--- config.mk ---
export PLATFORM = sky130hd
export DESIGN_NAME = regfile_scoreboard
export DESIGN_NICKNAME = d
export VERILOG_FILES = /design/src/rtl/regfile_pkg.sv /design/src/rtl/sb_counter.sv /design/src/rtl/regfile_scoreboard.sv
export SDC_FILE = /design/constraint.sdc
export NUM_CORES = 1
export LEC_CHECK = 0
export BUFFER_PORTS_ARGS = -buffer_cell sky130_fd_sc_hd__clkbuf_2
export CAP_MARGIN = 30
export CORE_MARGIN = 5
export CORE_UTILIZATION = 40
export DETAILED_ROUTE_END_ITERATION = 10
export REMOVE_ABC_BUFFERS = 1
export SETUP_SLACK_MARGIN = 0.05
export SLEW_MARGIN = 20
export SYNTH_ARGS = -nofsm -noshare
export SYNTH_HDL_FRONTEND = slang
export SYNTH_SLANG_ARGS = --single-unit
export TNS_END_PERCENT = 20
--- constraint.sdc ---
create_clock -name clk -period 10.5 [get_ports clk]
set_input_delay 2.1 -clock clk [delete_from_list [all_inputs] [get_ports clk]]
set_output_delay 2.1 -clock clk [all_outputs]
set_load 0.03 [all_outputs]
--- src/rtl/regfile_pkg.sv ---
// Shared register-file constants and address type for the LEGv8 core.
package regfile_pkg;

   localparam int NUM_REGS   = 32;
   localparam int REG_ADDR_W = 5;
   localparam int XZR        = 31;

   typedef logic [REG_ADDR_W-1:0] reg_addr_t;

endpackage : regfile_pkg

--- src/rtl/sb_counter.sv ---
// Per-register pending-write counter: saturating up/down with synchronous clear.
module sb_counter #(
   parameter int CNT_W = 2
) (
   input  logic             clk,
   input  logic             reset_n,
   input  logic             i_clear,
   input  logic             i_inc,
   input  logic             i_dec,
   output logic [CNT_W-1:0] o_cnt,
   output logic             o_nonzero
);

   logic [CNT_W-1:0] r_cnt;
   logic             w_up;
   logic             w_dn;

   assign w_up      = i_inc & ~(&r_cnt);
   assign w_dn      = i_dec & (r_cnt != '0);
   assign o_cnt     = r_cnt;
   assign o_nonzero = (r_cnt != '0);

   // NOTE: reset is sampled on the clock edge (synchronous), and all state
   // updates use non-blocking assignments so every counter sees pre-edge values.
   always_ff @(posedge clk) begin
      if (!reset_n || i_clear) begin
         r_cnt <= '0;
      end else if (w_up && !w_dn) begin
         r_cnt <= r_cnt + CNT_W'(1);
      end else if (w_dn && !w_up) begin
         r_cnt <= r_cnt - CNT_W'(1);
      end
   end

endmodule : sb_counter

--- src/rtl/regfile_scoreboard.sv ---
// Write-tracking scoreboard: counts in-flight writes per register and stalls
// issue on any source with a pending write or a destination whose count is full.
module regfile_scoreboard
   import regfile_pkg::*;
#(
   parameter int CNT_W    = 2,
   parameter int ZERO_REG = XZR
) (
   input  logic                  clk,
   input  logic                  reset_n,
   input  logic                  issue_valid,
   input  logic [REG_ADDR_W-1:0] issue_rs1,
   input  logic [REG_ADDR_W-1:0] issue_rs2,
   input  logic [REG_ADDR_W-1:0] issue_rd,
   input  logic                  issue_wr,
   output logic                  issue_stall,
   output logic                  issue_fire,
   input  logic                  wb_valid,
   input  logic [REG_ADDR_W-1:0] wb_rd,
   input  logic                  flush,
   output logic [NUM_REGS-1:0]   busy,
   output logic [CNT_W+4:0]      outstanding,
   output logic                  wb_err
);

   localparam reg_addr_t ZERO_ADDR = reg_addr_t'(ZERO_REG);
   localparam int        OUT_W     = CNT_W + 5;

   logic [CNT_W-1:0]    w_cnt [NUM_REGS];
   logic [NUM_REGS-1:0] w_nonzero;
   logic [NUM_REGS-1:0] w_inc;
   logic [NUM_REGS-1:0] w_dec;
   logic                w_src1_hit;
   logic                w_src2_hit;
   logic                w_dst_full;
   logic                w_inc_any;
   logic                w_dec_any;
   logic                w_wb_orphan;
   logic [OUT_W-1:0]    r_outstanding;
   logic                r_wb_err;

   // No same-cycle bypass: a retiring source still stalls in its writeback cycle.
   assign w_src1_hit  = w_nonzero[issue_rs1] & (issue_rs1 != ZERO_ADDR);
   assign w_src2_hit  = w_nonzero[issue_rs2] & (issue_rs2 != ZERO_ADDR);
   assign w_dst_full  = issue_wr & (issue_rd != ZERO_ADDR) & (&w_cnt[issue_rd]);

   assign issue_stall = issue_valid & (w_src1_hit | w_src2_hit | w_dst_full);
   assign issue_fire  = issue_valid & ~issue_stall;

   assign w_inc_any   = issue_fire & issue_wr & (issue_rd != ZERO_ADDR);
   assign w_dec_any   = wb_valid & (wb_rd != ZERO_ADDR) & (w_cnt[wb_rd] != '0);
   assign w_wb_orphan = wb_valid & (wb_rd != ZERO_ADDR) & (w_cnt[wb_rd] == '0);

   for (genvar g = 0; g < NUM_REGS; g++) begin : g_reg
      assign w_inc[g] = w_inc_any & (issue_rd == reg_addr_t'(g));
      assign w_dec[g] = w_dec_any & (wb_rd == reg_addr_t'(g));

      sb_counter #(
         .CNT_W (CNT_W)
      ) u_cnt (
         .clk       (clk),
         .reset_n   (reset_n),
         .i_clear   (flush),
         .i_inc     (w_inc[g]),
         .i_dec     (w_dec[g]),
         .o_cnt     (w_cnt[g]),
         .o_nonzero (w_nonzero[g])
      );
   end

   // Running total follows the same +1/-1/0 rule as the per-register counters.
   always_ff @(posedge clk) begin
      if (!reset_n || flush) begin
         r_outstanding <= '0;
      end else if (w_inc_any && !w_dec_any) begin
         r_outstanding <= r_outstanding + OUT_W'(1);
      end else if (w_dec_any && !w_inc_any) begin
         r_outstanding <= r_outstanding - OUT_W'(1);
      end
   end

   always_ff @(posedge clk) begin
      if (!reset_n) begin
         r_wb_err <= 1'b0;
      end else if (w_wb_orphan && !flush) begin
         r_wb_err <= 1'b1;
      end
   end

   assign busy        = w_nonzero;
   assign outstanding = r_outstanding;
   assign wb_err      = r_wb_err;

endmodule : regfile_scoreboard
==> Word level (Yosys, flattened, before mapping) <==
Cells that the tools add are included.
Widths: inputs -> output; s select.
{ "word_totals": {"register_bits": 72, "word_cells": 660, "inputBits": 26, "out_inout_bits": 42} }
{ "op_classes": {"n_mux": 76, "reduce_logical": 238, "eq_ne": 66, "n_bitwise": 176, "n_lt_le_gt_ge": 4, "addsub": 66} }
{ "op_table": {"columns": ["op", "count"], "rows": [
  ["$eq 5x5->1 const B", 32],
  ["$and 1x1->1", 139],
  ["$mux 2", 68],
  ["$reduce_bool 2->1", 66],
  ["$eq 5x4->1 const B", 16],
  ["$logic_not 1->1", 68],
  ["$logic_and 1x1->1", 67],
  ["$reduce_and 2->1", 33],
  ["$add 2x1->2 const B", 32],
  ["$sub 2x1->2 const B", 32],
  ["$eq 5x3->1 const B", 8],
  ["$not 1->1", 33],
  ["$bmux 2 s5", 2],
  ["$eq 5x2->1 const B", 4],
  ["$ne 5x5->1 const B", 4],
  ["$mux 7", 2],
  ["$ge 6x6->1 const B", 2],
  ["$lt 5x6->1 const B", 2],
  ["$not 5->6", 2],
  ["$bmux 1 s5", 2],
  ["$eq 5x1->1 const B", 2],
  ["$logic_not 5->1", 2],
  ["$add 7x1->7 const B", 1],
  ["$sub 7x1->7 const B", 1],
  ["other kinds (4)", 6]
]} }

==> Longest topological paths before layout <==
{ "logic_depth": {"word_depth": 18, "mapped_depth": 17, "depth_no_buf": 16} }

==> Hierarchy <==
From an unflattened synthesis, not the netlist that was laid out.
{ "hier_totals": {"hier_cells": 801, "hier_area_um2": 6486.2} }
{ "modules_own_cells": {"columns": ["mod", "instances", "cells_each", "area_each_um2", "seq_area_each_um2"], "rows": [
  ["sb_counter", 32, 13, 113.9, 40.0],
  ["regfile_scoreboard", 1, 385, 2842.7, 160.2]
]} }

==> Worst setup path before layout <==
Ideal clock, no wire load.
{ "synth_path": {"kind": "input port to output port", "startpoint": "input issue_rs1[0]", "endpoint": "output issue_fire", "arrival_ns": 4.241, "slack_ns": 4.159, "required_time_ns": 8.400, "path_stages": 8, "cell_sequence": "buf_2 > buf_1 > nor3_1 > a21oi_1 > a2111oi_0 > o311a_1 > o2111ai_1 > nor3_1"} }
{ "synth_between": {"elab_chain_cells": 8, "word_cells_on_any_way": 9} }
{ "synth_lines": {"columns": ["item", "line", "rtl"], "rows": [
  ["start: declaration", "regfile_scoreboard.sv:12", "input logic [REG_ADDR_W-1:0] issue_rs1,"],
  ["$bmux 1 s5", "regfile_scoreboard.sv:43", "assign w_src1_hit = w_nonzero[issue_rs1] & (issue_rs1 != ZERO_ADDR);"],
  ["$mux 1 (not written as such)", "regfile_scoreboard.sv:43", null],
  ["$and 1x1->1 *", "regfile_scoreboard.sv:43", null],
  ["$or 1x1->1 * (2 in series)", "regfile_scoreboard.sv:47", "assign issue_stall = issue_valid & (w_src1_hit | w_src2_hit | w_dst_full);"],
  ["$and 1x1->1 *", "regfile_scoreboard.sv:47", null],
  ["$not 1->1 *", "regfile_scoreboard.sv:48", "assign issue_fire = issue_valid & ~issue_stall;"],
  ["$and 1x1->1 *", "regfile_scoreboard.sv:48", null],
  ["end: declaration", "regfile_scoreboard.sv:17", "output logic issue_fire,"]
]} }
Mark *: on every way between the ends. The rest lies on a longest branch, timed or not. The select of a mux whose other input is x is not followed.

==> Worst setup path after layout <==
{ "layout_path": {"startpoint": "input issue_rd[0]", "endpoint": "output issue_stall"} }
{ "layout_between": {"elab_chain_cells": 8, "word_cells_on_any_way": 10} }
{ "layout_lines": {"columns": ["item", "line", "rtl"], "rows": [
  ["start: declaration", "regfile_scoreboard.sv:14", "input logic [REG_ADDR_W-1:0] issue_rd,"],
  ["$not 5->6 (not written as such)", "regfile_scoreboard.sv:45", "assign w_dst_full = issue_wr & (issue_rd != ZERO_ADDR) & (&w_cnt[issue_rd]);"],
  ["$bmux 2 s5", "regfile_scoreboard.sv:45", null],
  ["$mux 2 (not written as such) (2 in series)", "regfile_scoreboard.sv:45", null],
  ["$reduce_and 2->1", "regfile_scoreboard.sv:45", null],
  ["$and 1x1->1 *", "regfile_scoreboard.sv:45", null],
  ["$or 1x1->1 *", "regfile_scoreboard.sv:47", null],
  ["$and 1x1->1 *", "regfile_scoreboard.sv:47", null],
  ["end: declaration", "regfile_scoreboard.sv:16", "output logic issue_stall,"]
]} }
Marks and branches as above.

==> impl_metrics.tcl <==
set metrics [dict create \
    async_flop_share_pct 0 \
    drt_iter0_markers 699 \
    dp_hpwl_microns 15700 \
    slowest_delay_ps 520 \
    cp_max_fo 21 \
    synth_cell_types 62 \
    start_util_pct 41.2 \
    fin_ws_ps 3970 \
    startpoint_type "input port" \
    die_area_sq_um 17600 \
    cts_resized 0 \
    synth_area_leaders "dfxtp_1 (24%), xor2_1 (9.3%), ha_1 (7.9%)" \
    die_w_microns 133 \
    p_per_area_nw_per_um2 112 \
    maxCapViolCount 0 \
    numPortBuffers 67 \
    ctsHoldBuffers 0 \
    ant_nets 0 \
    cp_common_cell "clkbuf_2" \
    worst-path-buf-inv 2 \
    reg2reg_slack_ps 5910 \
    grt_pass1_wl_microns 32400 \
    drive_above_1_share_pct 15.9 \
    leakagePower_uw 0.00268 \
    syn_inst 770 \
    avgSynthCellArea_sq_um 7.83 \
    cp.arrival_ps 4430 \
    min_period_ps 6530 \
    cts-buffers-inserted 9 \
    grt_pass1_vias 5799 \
    vias_per_cell 6.05 \
    criticalPathCategory "input port to output pin" \
    rows 44 \
    fmax_mhz 153 \
    finalClockSkew_ps 9.09 \
    status "completed" \
    grt.overflow.total 0 \
    tns_ps 0 \
    detail_route.wirelength_microns 20400 \
    synth_top_area_cell "dfxtp_1" \
    clk_pin_slew_ps 60 \
    synth_seq_cells 72 \
    wl_per_cell_microns 21.0 \
    htree_levels 3 \
    num_vias 5879 \
    crit_slowest_cell "o2111ai_1" \
    synth_area_sq_um 6030 \
    drv_slew 0 \
    clock_latency_ps 350 \
    cts_root_buf "clkbuf_16" \
    worstMarginPinSlew_ps 954 \
    finalCritPeriodShare_pct 62.2 \
    hold_class "flop to flop" \
    drt_pass1_iterations 5 \
    final_nets 849 \
    worstPathRequired_ps 8400 \
    crit_chain "clkbuf_2, nand2b_1, a2bb2oi_1, and3_1, or4_1, o2111ai_1, o21a_1, clkbuf_2" \
    synth_flop_cell "dfxtp_1" \
    synth_seq_area_share_pct 23.9 \
    rsz0062_at_grt "false" \
    hold_viol 0 \
    n_antenna_cell 0 \
    core_area_sq_um 14600 \
    synth.top_cell.area_share_pct 23.9 \
    synth_warnings 0 \
    boundaryPins 68 \
    clockBufferDepth 2 \
    cp_top_family "compound AO/OA/AOI/OAI gates" \
    cts_sinks 72 \
    cts_tree "yes" \
    die_h_microns 133 \
    syn_to_final_growth_pct 8.61 \
    gp_congestion 0.985 \
    relSlewSlack_pct 35.9 \
    grt_start_max_net_pins 73 \
    postCtsSetupBuffers 0 \
    synth_top_cells_by_count "nor2_1 (77), dfxtp_1 (72), xor2_1 (64)" \
    setup_violations 0 \
    end_kind "output pin" \
    synth-edff-count 0 \
    dp_slack_ps 4030 \
    peakVddDrop_mv 0.0723 \
    drcViolationCount 0 \
    grt_use_total_pct 23.3 \
    antenna_found_initial 0 \
    yosysMostFrequentCell "nor2_1" \
]
## worst register-to-register path: cells and delay by family, from the launching register on
kind / cells / cell delay (ps)
xor+xnor: 1 / 140
buf+inv: 1 / 160
simple gates: 5 / 1530
fa+ha+maj: 2 / 760
mux: 1 / 490
compound gates: 5 / 1040
flops: 1 / 350
## area by class of cell
type                       instances  area (sq um)
fill                            1514          8090
multi-input combinational        603          4090
sequential                        72          1440
timing repair buffer              71           365
clock buffer                      12           256
tap                              184           230
inverter                          27           101
clock inverter                     3          65.1
## cell usage in the layout, fill, tap and decap left out, drive strengths merged, types with 6 or more instances in the layout
master	netlist	layout
mux4	17	17
or3	35	35
nor2b	9	9
a2111oi	8	8
nand2	51	51
nand3	45	45
nand2b	8	8
nor2	77	77
nor3	48	48
xor2	64	64
a21oi	46	46
nand4	11	11
clkbuf	22	79
a211oi	7	7
nor4	9	9
o21ai	44	44
ha	38	38
nor3b	6	6
or2	21	21
dfxtp	72	72
inv	27	27
## registers in the layout, indices dropped and copies added (netlist names)
signal	flops
g.u_cnt.o_cnt	64
outstanding	7
wb_err	1
## final timing paths
path	start	to	cells after the start
min	wb_err$_SDFFE_PN0P_	wb_err$_SDFFE_PN0P_	2
min reg2reg	wb_err$_SDFFE_PN0P_	wb_err$_SDFFE_PN0P_	2
max	issue_rd[0]	issue_stall	8
max reg2reg	g_reg[16].u_cnt.o_cnt[0]$_SDFFE_PP0P_	outstanding[6]$_SDFFE_PP0P_	15
## power by group
group	switching [uW]	internal [uW]
Sequential	2.67	276
Combinational	75.1	34.9
Clock	123	219
Total	201	530
## metal layers
layer / part of all wire [%] / track usage [%] / up-vias
li1: - / - / 2761
met1: 43 / 30.3 / 2823
met2: 47 / 38.0 / 244
met3: 6.4 / 3.68 / 51
met4: 3.4 / 10.7 / 0
met5: 0 / 0 / -
## cells by family (layout without fill, tap and decap cells)
group           after synthesis  in the layout  share of synthesized area [%]
simple gates                347            347                           29.9
compound gates              131            131                           13.2
buf+inv                      95            113                           8.40
flops                        72             72                           23.9
xor+xnor                     67             67                           9.73
fa+ha+maj                    39             39                           8.22
mux                          19             19                           6.70
## per-stage QoR
| stage | instance area (sq um) | instances | utilization [%] | hold slack (ps) | total power (uW) |
|---|---|---|---|---|---|
| 2_1_floorplan | 5630 | 702 | - | 443 | 349 |
| 3_3_place_gp | 6220 | 956 | 42.4 | 475 | 391 |
| 3_5_place_dp | 6230 | 957 | 42.5 | 482 | 393 |
| 4_1_cts | 6550 | 972 | 44.7 | 495 | 737 |
| 5_1_grt | 6550 | 972 | 44.7 | 530 | 758 |
| 6_report | 6550 | 972 | 44.7 | 488 | 731 |
Note: power is estimated with default switching activity, not from simulation.
